[src/rtl/serial_subtractor.sv]
// Bit-serial a - b, LSB first, W cycles per operation, result latched on DONE entry.
// Optional signed overflow flag built only when SERIAL_SUB_OVF_EN is defined.
module serial_subtractor #(
  parameter int W = 8
) (
  input  logic         clk,
  input  logic         rst_n,
  input  logic         start,
  input  logic [W-1:0] a,
  input  logic [W-1:0] b,
  output logic         busy,
  output logic         done,
  output logic [W-1:0] diff,
  output logic         borrow,
  output logic         ovf
);
  localparam int CW = $clog2(W) + 1;

  typedef enum logic [1:0] {IDLE, RUN, DONE} state_t;

  state_t         state, state_nx;
  logic [W-1:0]   sa, sb;
  logic [W-2:0]   wr;
  logic [W-1:0]   wr_nx;
  logic [CW-1:0]  cnt;
  logic           br, br_nx, d, accept, last;

  assign accept = start & (state != RUN);
  assign last   = (state == RUN) && (cnt == CW'(W - 1));
  assign d      = sa[0] ^ sb[0] ^ br;
  assign br_nx  = (~sa[0] & sb[0]) | (~(sa[0] ^ sb[0]) & br);
  // wr holds the W-1 bits produced so far; the newest bit completes the word
  assign wr_nx  = {d, wr};

  assign busy = (state == RUN);
  assign done = (state == DONE);

  always_ff @(posedge clk or negedge rst_n) begin
    if (!rst_n) state <= IDLE;
    else        state <= state_nx;
  end

  always_comb begin
    state_nx = state;
    case (state)
      IDLE:    if (start) state_nx = RUN;
      RUN:     if (last)  state_nx = DONE;
      DONE:    state_nx = start ? RUN : IDLE;
      default: state_nx = IDLE;
    endcase
  end

  always_ff @(posedge clk or negedge rst_n) begin
    if (!rst_n) begin
      sa     <= '0;
      sb     <= '0;
      wr     <= '0;
      br     <= 1'b0;
      cnt    <= '0;
      diff   <= '0;
      borrow <= 1'b0;
    end else if (accept) begin
      sa  <= a;
      sb  <= b;
      wr  <= '0;
      br  <= 1'b0;
      cnt <= '0;
    end else if (state == RUN) begin
      sa  <= sa >> 1;
      sb  <= sb >> 1;
      wr  <= wr_nx[W-1:1];
      br  <= br_nx;
      cnt <= cnt + 1'b1;
      if (last) begin
        diff   <= wr_nx;
        borrow <= br_nx;
      end
    end
  end

`ifdef SERIAL_SUB_OVF_EN
  logic ovf_q;
  // On the last bit sa[0]/sb[0] are the operand sign bits and d is the result sign
  always_ff @(posedge clk or negedge rst_n) begin
    if (!rst_n)                  ovf_q <= 1'b0;
    else if (!accept && last)    ovf_q <= (sa[0] != sb[0]) & (d != sa[0]);
  end
  assign ovf = ovf_q;
`else
  assign ovf = 1'b0;
`endif

endmodule

[config.mk]
export PLATFORM = sky130hd
export DESIGN_NAME = serial_subtractor
export DESIGN_NICKNAME = d
export VERILOG_FILES = /design/src/rtl/serial_subtractor.sv
export SDC_FILE = /design/constraint.sdc
export NUM_CORES = 1
export LEC_CHECK = 0
export CAP_MARGIN = 10
export CORE_MARGIN = 4
export CORE_UTILIZATION = 51
export DETAILED_ROUTE_END_ITERATION = 8
export GPL_TIMING_DRIVEN = 0
export PLACE_DENSITY = 0.86
export SYNTH_ARGS = -nofsm -noshare
export SYNTH_HDL_FRONTEND = slang
export SYNTH_SLANG_ARGS = --single-unit
[constraint.sdc]
create_clock -name clk -period 2.2 [get_ports clk]
set_clock_uncertainty 0.15 [all_clocks]
set_input_delay 0.55 -clock clk [delete_from_list [all_inputs] [get_ports clk]]
set_output_delay 0.55 -clock clk [all_outputs]
set_load 0.005 [all_outputs]
==> results.rst, run 1 <==
.. list-table::
   :header-rows: 1

   * - Metric
     - Value
   * - Result of the run
     - finished clean
   * - Diode insertion count for antenna repair
     - 0
   * - Cts-stage hold buffer count
     - 0
   * - Post-Syn Area
     - 1687 µm²
   * - Vertical die dimension
     - 65.51 µm
   * - Cells after Synth
     - 153
   * - Transition time at the pin with the least slew margin
     - 841.7 ps
   * - Post-synth top area cell
     - dfrtp_1
   * - Type of the setup path with the least slack
     - reg -> out
   * - Remaining global-route overflow
     - 0
   * - Count of TritonRoute iterations in the first routing pass
     - 4
   * - Worst min-delay path category
     - in -> async
   * - Global-route wire length before repair
     - 5685 µm
   * - Total track usage
     - 0.1750
   * - Unrepaired setup endpoints after global routing
     - false
   * - Static leakage power
     - 0.0009577 µW
   * - Initial Util
     - 0.5435
   * - H-Tree Level Count
     - 2
   * - Number of unique standard cell types used by synthesis
     - 19
   * - Die footprint
     - 4291 µm²
   * - Worst-case headroom to the max-slew limit
     - 0.4389
   * - Arrival time worst endpoint
     - 1360 ps
   * - Count of pins on the block boundary
     - 31
   * - Root buffer selected by CTS
     - clkbuf_4
   * - Detail-routed net length per standard cell
     - 13.85 µm
   * - CP Data Required Time
     - 1500 ps
   * - Startpoint of the worst-slack reg-to-reg timing path
     - state[1]
   * - Total clock buffers created by CTS
     - 5
   * - Max IR drop VDD
     - 608.1 µV
   * - Power density over the cells
     - 1295 nW/µm²
   * - CP Launch Type
     - register
   * - Violation count after the first detailed-route iteration
     - 34
   * - Number of cells in the design after placement
     - 225
   * - Largest cells by area after synthesis
     - dfrtp_1, mux2i_1, o21ai_0, nand2_1, mux2_2
   * - DRT antenna net count
     - 0
   * - Clock latency of the later-clocked register in the worst-skew pair
     - 340 ps
   * - # setup viols final
     - 0
   * - Critical Path Fanout Max
     - 9
   * - Total Nets Final
     - 209
   * - Core footprint
     - 3103 µm²
   * - Horizontal extent of the die
     - 65.51 µm
   * - Share of cells above drive strength 1
     - 0.1376
   * - Hold violation count in the final report
     - 0
   * - Maximum operating frequency
     - 486.1 MHz
   * - Total number of vias
     - 1,192
   * - Post-synthesis area per instance
     - 11.02 µm²
   * - PnR Total Power
     - 2752 µW
   * - Gp weighted congestion
     - 0.7261
   * - Half-perimeter wire length of the detailed placement result
     - 2292 µm
   * - Longest Clk Path Bufs
     - 2
   * - Type of destination of the critical path
     - output pin
   * - Worst reg2reg endpoint
     - sb[6]
   * - Post-route minimum period
     - 2057 ps
   * - Post-layout utilization of the core
     - 0.6847
   * - Worst R2R Path Depth
     - 8
   * - Via density per instance
     - 5.116
   * - CTS tree
     - done
   * - Initial antenna violation count
     - 0
   * - Pins Over Slew Limit
     - 0
   * - Largest net degree at the start of global routing
     - 40
   * - Post-synthesis sequential area ratio
     - 0.5786
   * - Final non-filler cell total
     - 233
   * - Clock-pin slew of the registers on the worst-case setup and hold paths
     - 110 ps
   * - Number of nets produced by synthesis
     - 174
   * - Port Buf Inserts
     - 28
   * - Relative area change from synthesis to final layout
     - 25.96%
   * - Number of warning messages in the yosys log
     - 0
   * - Share of Yosys cell area claimed by the top area cell type
     - 0.5786
   * - DRC viols
     - 0
   * - Portion of the clock cycle consumed by the worst path in the final layout
     - 0.9352
   * - Via count of the first global-routing pass
     - 1,309
   * - Routed Wire Length
     - 3228 µm
   * - Post-synthesis register bit count
     - 39
   * - Max-capacitance violation count
     - 0
   * - Sinks on the clock net
     - 39
   * - # fillers
     - 256
   * - Site row count
     - 20
   * - Worst-case register-to-register setup slack
     - 400 ps
==> flip-flops by register name, indices dropped and copies added (netlist names) <==
register  cells
wr            7
borrow        1
br            1
state         2
sb            8
cnt           4
diff          8
sa            8
==> metal layers <==
metal	part of all wire	up-vias	GRT usage
met4	0.011	0	0.06736
met5	0	-	0
met1	0.43	577	0.2065
li1	-	574	-
met2	0.50	38	0.3059
met3	0.058	3	0.04274
==> cell usage after synthesis (all sizes together) <==
| cell type | number |
|---|---|
| dfrtp | 39 |
| nand2 | 32 |
| o21ai | 27 |
| mux2i | 18 |
| mux2 | 9 |
| buf | 6 |
| inv | 5 |
| clkbuf | 4 |
| nand3 | 4 |
| nor2 | 2 |
| conb | 1 |
| fa | 1 |
| ha | 1 |
| nand2b | 1 |
| nor2b | 1 |
| nor3 | 1 |
| xor2 | 1 |
==> cells in the final DEF, fill, tap and decap left out <==
master and count:
nor3_4 1, buf_2 5, nor2_1 2, clkinvlp_4 1, clkbuf_4 5, o21ai_0 27
nor2b_1 1, ha_1 1, xor2_1 1, conb_1 1, clkdlybuf4s50_1 26, nand2b_1 1
nand3_1 4, bufinv_16 2, mux2i_1 18, fa_1 1, inv_1 4, mux2_2 9
nand2_1 32, buf_6 1, dfrtp_1 39, buf_4 2, clkbuf_1 4, dlygate4sd2_1 1
==> worst max-delay path, stage by stage, from the launching register on <==
cell and delay [ps]:
dfrtp_1 410, nand2b_1 90, buf_6 150, clkinvlp_4 100, dlygate4sd2_1 270
==> per-stage QoR <==
step	hold slack, ps	cell area, µm²	setup slack (ps)	setup TNS (ps)
6_report	145.0	2125	142.7	0
5_1_grt	205.5	2125	72.25	0
4_1_cts	160.4	2125	116.4	0
3_5_place_dp	315.8	2017	-169.4	-169.4
3_3_place_gp	310.3	2022	-386.3	-15160
2_1_floorplan	104.4	1687	527.6	0
==> cell type report <==
cell class              count  area (µm²)  area share
multi-input cells          99       638.1      0.3004
inverters                   5       22.52     0.01060
repair buffers             29       281.5      0.1325
clock inverters             2       60.06     0.02827
clock buffers               6       41.29     0.01943
flip-flops and latches     39       975.9      0.4594
plain buffers               9       50.05     0.02356
well taps                  44       55.05     0.02591
==> power breakdown <==
group | total, µW | switching (µW) | internal (µW)
clock network | 586 | 232 | 355
logic | 950 | 464 | 486
registers | 1220 | 195 | 1020
==> how the worst max path moves through the flow <==
stage	start	endpoint	slack, ps	depth (start not counted)
after detailed placement	state[1]	busy	-170	5
after floorplan	state[1]	busy	530	4
after CTS	state[0]	busy	120	4
final	state[0]	busy	140	4
after global routing	state[0]	busy	70	4
after global placement	rst_n	sa[7]	-390	1
==> logic make-up after synthesis <==
kind of cell | count (synthesis) | share of synthesized area
xor gates and xnor gates | 1 | 0.005194
DFF | 39 | 0.5786
buffers and inverters | 15 | 0.04303
and+or+nand+nor | 41 | 0.1046
muxes | 27 | 0.1669
AOI/OAI and AO/OA | 27 | 0.08012
other | 1 | 0.002223
adders and majority gates | 2 | 0.01929
==> timing repair <==
action	4_1_cts	5_1_grt
endpoints found under the setup margin	1	0
setup buffers	1	0
gates resized for setup	2	0
(Power assumes the default switching activity.)
==> inputs of run 2 (changes only) <==
--- a/config.mk
+++ b/config.mk
@@ -6,8 +6,10 @@
 export NUM_CORES = 1
 export LEC_CHECK = 0
 export CAP_MARGIN = 10
+export CELL_PAD_IN_SITES_DETAIL_PLACEMENT = 1
+export CELL_PAD_IN_SITES_GLOBAL_PLACEMENT = 2
 export CORE_MARGIN = 4
-export CORE_UTILIZATION = 51
+export CORE_UTILIZATION = 33
 export DETAILED_ROUTE_END_ITERATION = 8
 export GPL_TIMING_DRIVEN = 0
 export PLACE_DENSITY = 0.86
==> run 2 against run 1 <==
Compared with the run above:
- worst hold slack improved by 71 ps
- fmax rose by 3.1%
- via count rose by 1.6%
- total power fell by 1.5%
- sequential share of layout area fell by 0.48 points
- worst setup slack improved by 61 ps
- combinational power rose by 3.6%
- global-route usage fell by 4.4 points
- design area rose by 1.1%
- first-iteration DRC count rose by 50%
- clock-buffer cell count rose by 1
==> results.rst, run 2 (synthesis gave the netlist of run 1 again) <==
.. list-table::
   :header-rows: 1

   * - Metric
     - Value
   * - PnR Total Power
     - 2710 µW
   * - Relative area change from synthesis to final layout
     - 27.30%
   * - Portion of the clock cycle consumed by the worst path in the final layout
     - 0.9073
   * - Leading cell type in the layout, fill and taps excluded
     - dfrtp_1
   * - Worst reg2reg endpoint
     - sb[5]
   * - Startpoint of the worst-slack reg-to-reg timing path
     - state[1]
   * - CP Launch Type
     - register
   * - Remaining global-route overflow
     - 0
   * - DRC viols
     - 0
   * - Pins Over Slew Limit
     - 0
   * - Post-route minimum period
     - 1996 ps
   * - Clock latency of the later-clocked register in the worst-skew pair
     - 290 ps
   * - Power density over the cells
     - 1262 nW/µm²
   * - Global-route wire length before repair
     - 6486 µm
   * - Static leakage power
     - 0.0009537 µW
   * - Worst hold-check slack
     - 215.7 ps
   * - Type of the setup path with the least slack
     - reg -> out
   * - Maximum operating frequency
     - 501.0 MHz
   * - Registers with the highest flip-flop counts
     - diff x8, sa x8, sb x8
   * - Count of pins on the block boundary
     - 31
   * - Worst-case headroom to the max-slew limit
     - 0.4348
   * - Vertical die dimension
     - 79.49 µm
   * - Longest Clk Path Bufs
     - 2
   * - Root buffer selected by CTS
     - clkbuf_8
   * - Core footprint
     - 4848 µm²
   * - Sinks on the clock net
     - 39
   * - Largest net degree at the start of global routing
     - 40
   * - Unrepaired setup endpoints after global routing
     - false
   * - Arrival time worst endpoint
     - 1300 ps
   * - Highest-count cells in the layout ignoring fill and taps
     - dfrtp_1, nand2_1, o21ai_0, clkdlybuf4s50_1, mux2i_1
   * - Max-capacitance violation count
     - 0
   * - Port Buf Inserts
     - 28
   * - CP Data Required Time
     - 1500 ps
   * - Worst min-delay path category
     - in -> async
   * - Max IR drop VDD
     - 429.9 µV
   * - Initial antenna violation count
     - 0
   * - Result of the run
     - finished clean
   * - Total number of vias
     - 1,211
   * - Horizontal extent of the die
     - 79.49 µm
   * - Site row count
     - 25
   * - Via count of the first global-routing pass
     - 1,333
   * - Count of TritonRoute iterations in the first routing pass
     - 4
   * - Critical Path Fanout Max
     - 9
   * - Gp weighted congestion
     - 0.7295
   * - Worst R2R Path Depth
     - 8
   * - Endpoint of the worst setup timing path
     - busy
   * - Share of cells above drive strength 1
     - 0.1376
   * - Critical path origin
     - state[0]
   * - Diode insertion count for antenna repair
     - 0
   * - Detail-routed net length per standard cell
     - 14.55 µm
   * - Hold violation count in the final report
     - 0
   * - # setup viols final
     - 0
   * - Worst-case register-to-register setup slack
     - 370 ps
   * - Routed Wire Length
     - 3724 µm
   * - Violation count after the first detailed-route iteration
     - 51
   * - H-Tree Level Count
     - 2
   * - Die footprint
     - 6319 µm²
   * - Via density per instance
     - 4.730
   * - Cts-stage hold buffer count
     - 0
   * - Type of destination of the critical path
     - output pin
   * - DRT antenna net count
     - 0
   * - Total track usage
     - 0.1306
   * - CTS tree
     - done
   * - Half-perimeter wire length of the detailed placement result
     - 2663 µm
   * - Total clock buffers created by CTS
     - 5
   * - Transition time at the pin with the least slew margin
     - 847.8 ps
   * - Initial Util
     - 0.3479
   * - Total Nets Final
     - 209
   * - Clock-pin slew of the registers on the worst-case setup and hold paths
     - 70 ps
==> run 2: how the worst min path moves through the flow <==
stage	from	to	slack (ps)	cells past startpoint
after floorplan	rst_n	borrow	100	0
after global placement	sa[5]	sa[4]	310	2
after detailed placement	sa[6]	sa[5]	330	2
after CTS	rst_n	wr[5]	250	1
after global routing	rst_n	wr[5]	300	1
final	rst_n	cnt[3]	220	1
==> run 2: stage by stage <==
stage	instance area, µm²	TNS (ps)	cells	util	setup WS, ps
after floorplan	1687	0	153	-	527.6
after global placement	2051	-18390	248	0.4230	-468.2
after detailed placement	2046	-169.0	248	0.4219	-169.0
after CTS	2147	0	256	0.4428	172.6
after global routing	2147	0	256	0.4428	126.0
final	2147	0	256	0.4428	203.9
==> run 2: repair_timing <==
action                                  CTS  global route
buffers inserted                          1             0
endpoints found under the setup margin    1             0
gates resized for setup                   2             0
==> run 2: routing by layer <==
layer  wire length (µm)  vias to the layer above  global-route usage
li1                   -                      574                   -
met1               1662                      605              0.1639
met2               1905                       27              0.2237
met3                118                        5             0.02709
met4                 38                        0             0.04124
met5                  0                        -                   0
==> run 2: final cells by class <==
type	instances	area, µm²
repair buffers	29	281.5
clock buffers	7	86.33
multi-input cells	99	638.1
inverters	5	22.52
flip-flops and latches	39	975.9
clock inverters	1	8.758
fillers	555	2701
plain buffers	9	50.05
well taps	67	83.83
==> run 2: power by group <==
part	leakage, µW	internal, µW	switching (µW)
Sequential	0.000491	1020	192
Combinational	0.000414	492	492
Clock	0.0000484	257	255
==> run 2: critical path: stages, from the launching register on <==
cell and delay, ps:
dfrtp_1 400, nand2b_1 90, buf_6 150, clkinvlp_4 100, dlygate4sd2_1 270
==> inputs of run 3 (changes only) <==
--- a/config.mk
+++ b/config.mk
@@ -5,6 +5,7 @@
 export SDC_FILE = /design/constraint.sdc
 export NUM_CORES = 1
 export LEC_CHECK = 0
+export ABC_CLOCK_PERIOD_IN_PS = 2200
 export CAP_MARGIN = 10
 export CELL_PAD_IN_SITES_DETAIL_PLACEMENT = 1
 export CELL_PAD_IN_SITES_GLOBAL_PLACEMENT = 2
==> results of run 3 <==
Final layout, timing and power as in run 2 (identical DEF).
